--- config.mk ---
export PLATFORM = sky130hd
export DESIGN_NAME = mul_seq_ctrl_flat
export DESIGN_NICKNAME = d
export VERILOG_FILES = /design/src/rtl/mul_seq_ctrl_if.sv /design/src/rtl/mul_seq_ctrl.sv /design/src/flat_wrapper.sv
export SDC_FILE = /design/constraint.sdc
export NUM_CORES = 1
export LEC_CHECK = 0
export BUFFER_PORTS_ARGS = -buffer_cell sky130_fd_sc_hd__buf_2
export CORE_ASPECT_RATIO = 0.7
export CORE_MARGIN = 8
export CORE_UTILIZATION = 57
export CTS_CLUSTER_SIZE = 24
export DETAILED_ROUTE_END_ITERATION = 10
export GPL_TIMING_DRIVEN = 1
export HOLD_SLACK_MARGIN = 0.06
export PLACE_DENSITY_LB_ADDON = 0.1
export SYNTH_ARGS = -nofsm -noshare
export SYNTH_HDL_FRONTEND = slang
export SYNTH_SLANG_ARGS = --single-unit
--- constraint.sdc ---
create_clock -name clk -period 3.05 [get_ports clk]
set_input_delay 0.4575 -clock clk [delete_from_list [all_inputs] [get_ports clk]]
set_output_delay 0.4575 -clock clk [all_outputs]
set_load 0.02 [all_outputs]
--- src/rtl/mul_seq_ctrl_if.sv ---
// Request/response bundle between the EX stage and the multiply sequencer.
// The master side issues requests and the slave side is the sequencer.
interface mul_seq_ctrl_if #(
   parameter int DATA_W = 32
);
   logic              start;
   logic              flush;
   logic [DATA_W-1:0] A;
   logic [DATA_W-1:0] B;
   logic              busy;
   logic              stall;
   logic              done;
   logic [DATA_W-1:0] result;

   modport master (
      output start, flush, A, B,
      input  busy, stall, done, result
   );

   modport slave (
      input  start, flush, A, B,
      output busy, stall, done, result
   );
endinterface

--- src/rtl/mul_seq_ctrl.sv ---
// Radix-2 shift-add multiply sequencer for EX: one multiplier bit per cycle,
// holds the pipeline while running and returns a registered product.
module mul_seq_ctrl #(
   parameter int OP_W   = 16,
   parameter int DATA_W = 32
) (
   input  logic clk,
   input  logic reset,
   mul_seq_ctrl_if.slave bus
);

   localparam int CNT_W = $clog2(OP_W);

   typedef enum logic [1:0] {
      IDLE,
      RUN,
      DONE
   } state_t;

   state_t state;
   state_t nstate;

   logic [DATA_W-1:0] acc;
   logic [DATA_W-1:0] mcand;
   logic [DATA_W-1:0] accsum;
   logic [DATA_W-1:0] product;
   logic [OP_W-1:0]   mplr;
   logic [CNT_W-1:0]  cnt;
   logic              accept;
   logic              lastiter;
   logic              unused_hibits;

   assign accept   = (state == IDLE) && bus.start && !bus.flush;
   assign lastiter = (cnt == CNT_W'(OP_W - 1));
   assign accsum   = mplr[0] ? (acc + mcand) : acc;

   // Only the low OP_W operand bits take part in the product.
   assign unused_hibits = ^{bus.A[DATA_W-1:OP_W], bus.B[DATA_W-1:OP_W]};

   always_ff @(posedge clk) begin
      if (reset) begin
         state <= IDLE;
      end else begin
         state <= nstate;
      end
   end

   always_comb begin
      nstate = state;
      if (bus.flush) begin
         nstate = IDLE;
      end else begin
         case (state)
            IDLE:    if (bus.start) nstate = RUN;
            RUN:     if (lastiter) nstate = DONE;
            DONE:    nstate = IDLE;
            default: nstate = IDLE;
         endcase
      end
   end

   // A flushed iteration must not reach product; the final add is folded in
   // on the same edge that leaves RUN.
   always_ff @(posedge clk) begin
      if (reset) begin
         acc     <= '0;
         mcand   <= '0;
         mplr    <= '0;
         cnt     <= '0;
         product <= '0;
      end else if (accept) begin
         acc     <= '0;
         mcand   <= {{(DATA_W-OP_W){1'b0}}, bus.A[OP_W-1:0]};
         mplr    <= bus.B[OP_W-1:0];
         cnt     <= '0;
      end else if ((state == RUN) && !bus.flush) begin
         acc     <= accsum;
         mcand   <= mcand << 1;
         mplr    <= mplr >> 1;
         cnt     <= cnt + CNT_W'(1);
         if (lastiter) begin
            product <= accsum;
         end
      end
   end

   assign bus.busy   = (state == RUN);
   assign bus.done   = (state == DONE);
   assign bus.stall  = accept || (state == RUN);
   assign bus.result = product;

endmodule

--- src/flat_wrapper.sv ---
// flat-port wrapper written by rule: the top's interface ports become plain ports
module mul_seq_ctrl_flat 
#(
   parameter int OP_W   = 16,
   parameter int DATA_W = 32
)
  (clk, reset, bus_start, bus_flush, bus_A, bus_B, bus_busy, bus_stall, bus_done, bus_result);
  mul_seq_ctrl_if #(.DATA_W(DATA_W)) bus_i ();
  input  logic clk;
  input  logic reset;
  input wire logic [$bits(bus_i.start)-1:0] bus_start;
  input wire logic [$bits(bus_i.flush)-1:0] bus_flush;
  input wire logic [$bits(bus_i.A)-1:0] bus_A;
  input wire logic [$bits(bus_i.B)-1:0] bus_B;
  output wire logic [$bits(bus_i.busy)-1:0] bus_busy;
  output wire logic [$bits(bus_i.stall)-1:0] bus_stall;
  output wire logic [$bits(bus_i.done)-1:0] bus_done;
  output wire logic [$bits(bus_i.result)-1:0] bus_result;
  assign bus_i.start = bus_start;
  assign bus_i.flush = bus_flush;
  assign bus_i.A = bus_A;
  assign bus_i.B = bus_B;
  assign bus_busy = bus_i.busy;
  assign bus_stall = bus_i.stall;
  assign bus_done = bus_i.done;
  assign bus_result = bus_i.result;
  mul_seq_ctrl #(.OP_W(OP_W), .DATA_W(DATA_W)) u_core (.clk(clk), .reset(reset), .bus(bus_i));
endmodule
==> results.sh <==
export IMPL_cts_path_max_buffers=2
export IMPL_finalInstanceArea_mm2=0.00745
export IMPL_synth_warnings=0
export IMPL_postSynthAreaPerCell_um2=8.07
export IMPL_layout_drive_gt1_share_pct=15.9
export IMPL_worst_endpoint_arrival_ps=3150
export IMPL_cellLeakagePower_nw=3.12
export IMPL_drt_drc_violations_left=0
export IMPL_core_area_mm2=0.0109
export IMPL_synthDominantAreaCellType="dfxtp_1"
export IMPL_synth_seq_area_share_pct=37.4
export IMPL_vdd_drop_max_v=0.000405
export IMPL_die_width_um=142
export IMPL_min_delay_worst_endpoint="u_core.mplr[15]"
export IMPL_holdCritPathClass="input pin to flop"
export IMPL_worst_ep_required_time_ps=3310
export IMPL_std_cell_rows=32
export IMPL_synth_net_count=884
export IMPL_tritoncts="yes"
export IMPL_maxSlewHeadroom_pct=39.0
export IMPL_synthToLayoutAreaGrowth_pct=17.9
export IMPL_nNetsFinal=941
export IMPL_worst_r2r_setup_slack_ps=170
export IMPL_worst_hold_path_num_cells=3
export IMPL_cts_repair_resized=0
export IMPL_critical_path_peak_fanout=5
export IMPL_total_power_mw=3.84
export IMPL_cap_viol_max_count=0
export IMPL_grt_first_pass_wirelength_um=29300
export IMPL_detail_route_wl_per_cell_um=17.6
export IMPL_worstReg2RegStart="u_core.mcand[0]"
export IMPL_critical_path_class="flop to flop"
export IMPL_die_area_mm2=0.0148
export IMPL_post_synth_inst_count=783
export IMPL_io_buffer_count=70
export IMPL_ys_async_sr_fraction_pct=0
export IMPL_post_cts_buffers=0
export IMPL_drt_pre_antenna_iters=5
export IMPL_power_density_cell_area_mw_per_mm2=515
export IMPL_io_pin_count=103
export IMPL_globalplace_congestion=0.965
export IMPL_detailed_place_hpwl_um=12400
export IMPL_clk_latency_ps=410
export IMPL_worst_slew_pin_tran_ps=912
export IMPL_dpl_cell_area_mm2=0.00685
export IMPL_die_height_um=104
export IMPL_drt_iter0_drc=475
export IMPL_timing_hold_worst_start="bus_B[15]"
export IMPL_synth_area_leaders="dfxtp_1 (37%), a21oi_1 (8.9%), nand2_1 (7.4%)"
export IMPL_ff2ff_path_depth=11
export IMPL_fin_max_slew_vios=0
export IMPL_aggregate_global_route_resource_usage_pct=24.4
export IMPL_setup_viol=0
export IMPL_first_global_vias=5806
export IMPL_routed_wirelength_um=17700
export IMPL_antenna_diode_count=0
export IMPL_outcome="completed"
export IMPL_cp_end_kind="flop"
export IMPL_fin_worst_hold_slack_ps=301
export IMPL_worstReg2RegEnd="u_core.bus.result[28]"
export IMPL_clk_transition_reported_paths_ps=60
export IMPL_final_period_utilization_pct=94.5
export IMPL_cts_hold_fix_buffers=0
export IMPL_cts_made_buffers=17
export IMPL_maximum_number_of_pins_on_one_net_before_global_route_repair=55
export IMPL_syn_area_mm2=0.00632
export IMPL_synth_top_cell_area_share_pct=37.4
export IMPL_initial_core_util_pct=58.0
export IMPL_detail_route_vias_per_cell=6.03
export IMPL_routed_via_count=6063
export IMPL_yosysUniqueCellTypes=55
export IMPL_ant_nets=0
export IMPL_yosys_register_bits=118
export IMPL_grt_overflow_total=0
export IMPL_ys_flop_type="dfxtp_1"
export IMPL_crit_path_start_kind="flop"
export IMPL_clock_root_buffer="clkbuf_16"
export IMPL_final_setup_skew_ps=6.01
export IMPL_initial_antenna_violation_count=0
export IMPL_peak_clock_frequency_supported_by_timing_mhz=347
export IMPL_cts_sinks=118
export IMPL_final_hold_viol_count=0
export IMPL_period_minus_slack_ps=2880
export IMPL_edff_count_synth=0
export IMPL_htree_num_levels=4
==> flip-flops by register name, indices dropped and copies added (netlist names) <==
signal / count
u_core.acc: 32
u_core.bus.result: 32
u_core.cnt: 4
u_core.mcand: 32
u_core.mplr: 16
u_core.state: 2
==> cells in the mapped netlist, drive strengths merged (20+ instances only) <==
| library cell | instances |
|---|---|
| nand2 | 124 |
| dfxtp | 118 |
| a21oi | 115 |
| nor2 | 56 |
| clkbuf | 44 |
| a22oi | 34 |
| a21o | 32 |
| ha | 32 |
| a211oi | 29 |
| o21ai | 28 |
| xnor2 | 20 |
==> cell type report <==
cell class                      instances  area (µm²)
Fill cell                             913        3440
Multi-Input combinational cell        604        3760
Inverter                                9        33.8
Tap cell                              153         191
Clock buffer                           23         468
Timing Repair Buffer                   90         513
Clock inverter                          9         125
Sequential cell                       118        2360
==> routing by layer <==
metal  GRT usage (%)  part of all wire (%)  up-vias
li1                -                     -     2961
met1            33.7                    48     2867
met2            37.4                    44      217
met3            5.41                   7.1       18
met4            6.49                   1.0        0
met5               0                     0        -
==> through the flow <==
step	setup TNS [ps]	utilization (%)	cells	setup WS (ps)
after floorplan	0	-	783	466
after global placement	0	62.9	974	184
after detailed placement	0	62.9	974	131
after CTS	0	68.3	1006	106
after global routing	-2.07	68.4	1006	-2.07
final	0	68.4	1006	168
==> kinds of logic after synthesis <==
kind of cell    after synthesis  synth area share [%]
compound gates              287                  29.5
simple gates                241                  16.5
flops                       118                  37.4
buf+inv                      61                  3.70
fa+ha+maj                    33                  6.65
xor+xnor                     27                  3.74
mux                          16                  2.55
==> report_power, final <==
group	switching (mW)	total (mW)	internal (mW)
Clock	0.694	2.02	1.32
Sequential	0.0251	1.59	1.57
Combinational	0.143	0.226	0.0829
Total	0.862	3.84	2.97
==> cells in the final DEF, fill, tap and decap left out, types with 3 or more instances in the layout <==
master     netlist  layout
a2111oi_0        3       3
nand2b_1         4       4
nor3_1           5       4
o21a_1           4       4
a31oi_1         15      15
clkbuf_16        0      17
a211o_1          4       4
clkbuf_1        44       4
dfxtp_1        118     117
nand3_1         15      15
nor2_1          56      53
a21oi_2          3       3
a21oi_1        112     112
or3_1            6       6
clkinv_2         0       4
ha_1            32      32
a211oi_1        29      29
o31ai_1          3       3
nand4_1         10      10
xor2_1           7       7
nor2b_1         10      10
and4_1           3       3
xnor2_1         20      20
bufinv_16        0       3
inv_1            9       9
nand2_1        124     124
buf_2            4      70
a21o_1          32      32
o21ai_0         26      26
a22oi_1         34      33
mux2i_1         15      15
buf_4            0      19
==> worst max path at each step <==
stage	start	to	slack (ps)	cells past startpoint
6_report	u_core.mcand[0]	u_core.bus.result[28]	170	11
5_1_grt	u_core.mcand[0]	u_core.bus.result[28]	-2	11
4_1_cts	u_core.mcand[0]	u_core.bus.result[28]	110	11
3_5_place_dp	u_core.mcand[0]	u_core.bus.result[28]	130	11
3_3_place_gp	u_core.mcand[0]	u_core.bus.result[28]	180	11
2_1_floorplan	u_core.mcand[0]	u_core.bus.result[22]	470	10
==> worst max-delay path, cell delays in order (launching register included) <==
cell       delay, ps
dfxtp_1          330
ha_1             230
fa_1             410
a21oi_1          250
a2bb2oi_2        230
a21oi_2          110
buf_4            180
a21boi_2         240
nor3_1           140
or3_1            340
a31oi_1          180
a21oi_1           80
(Power assumes the default switching activity.)
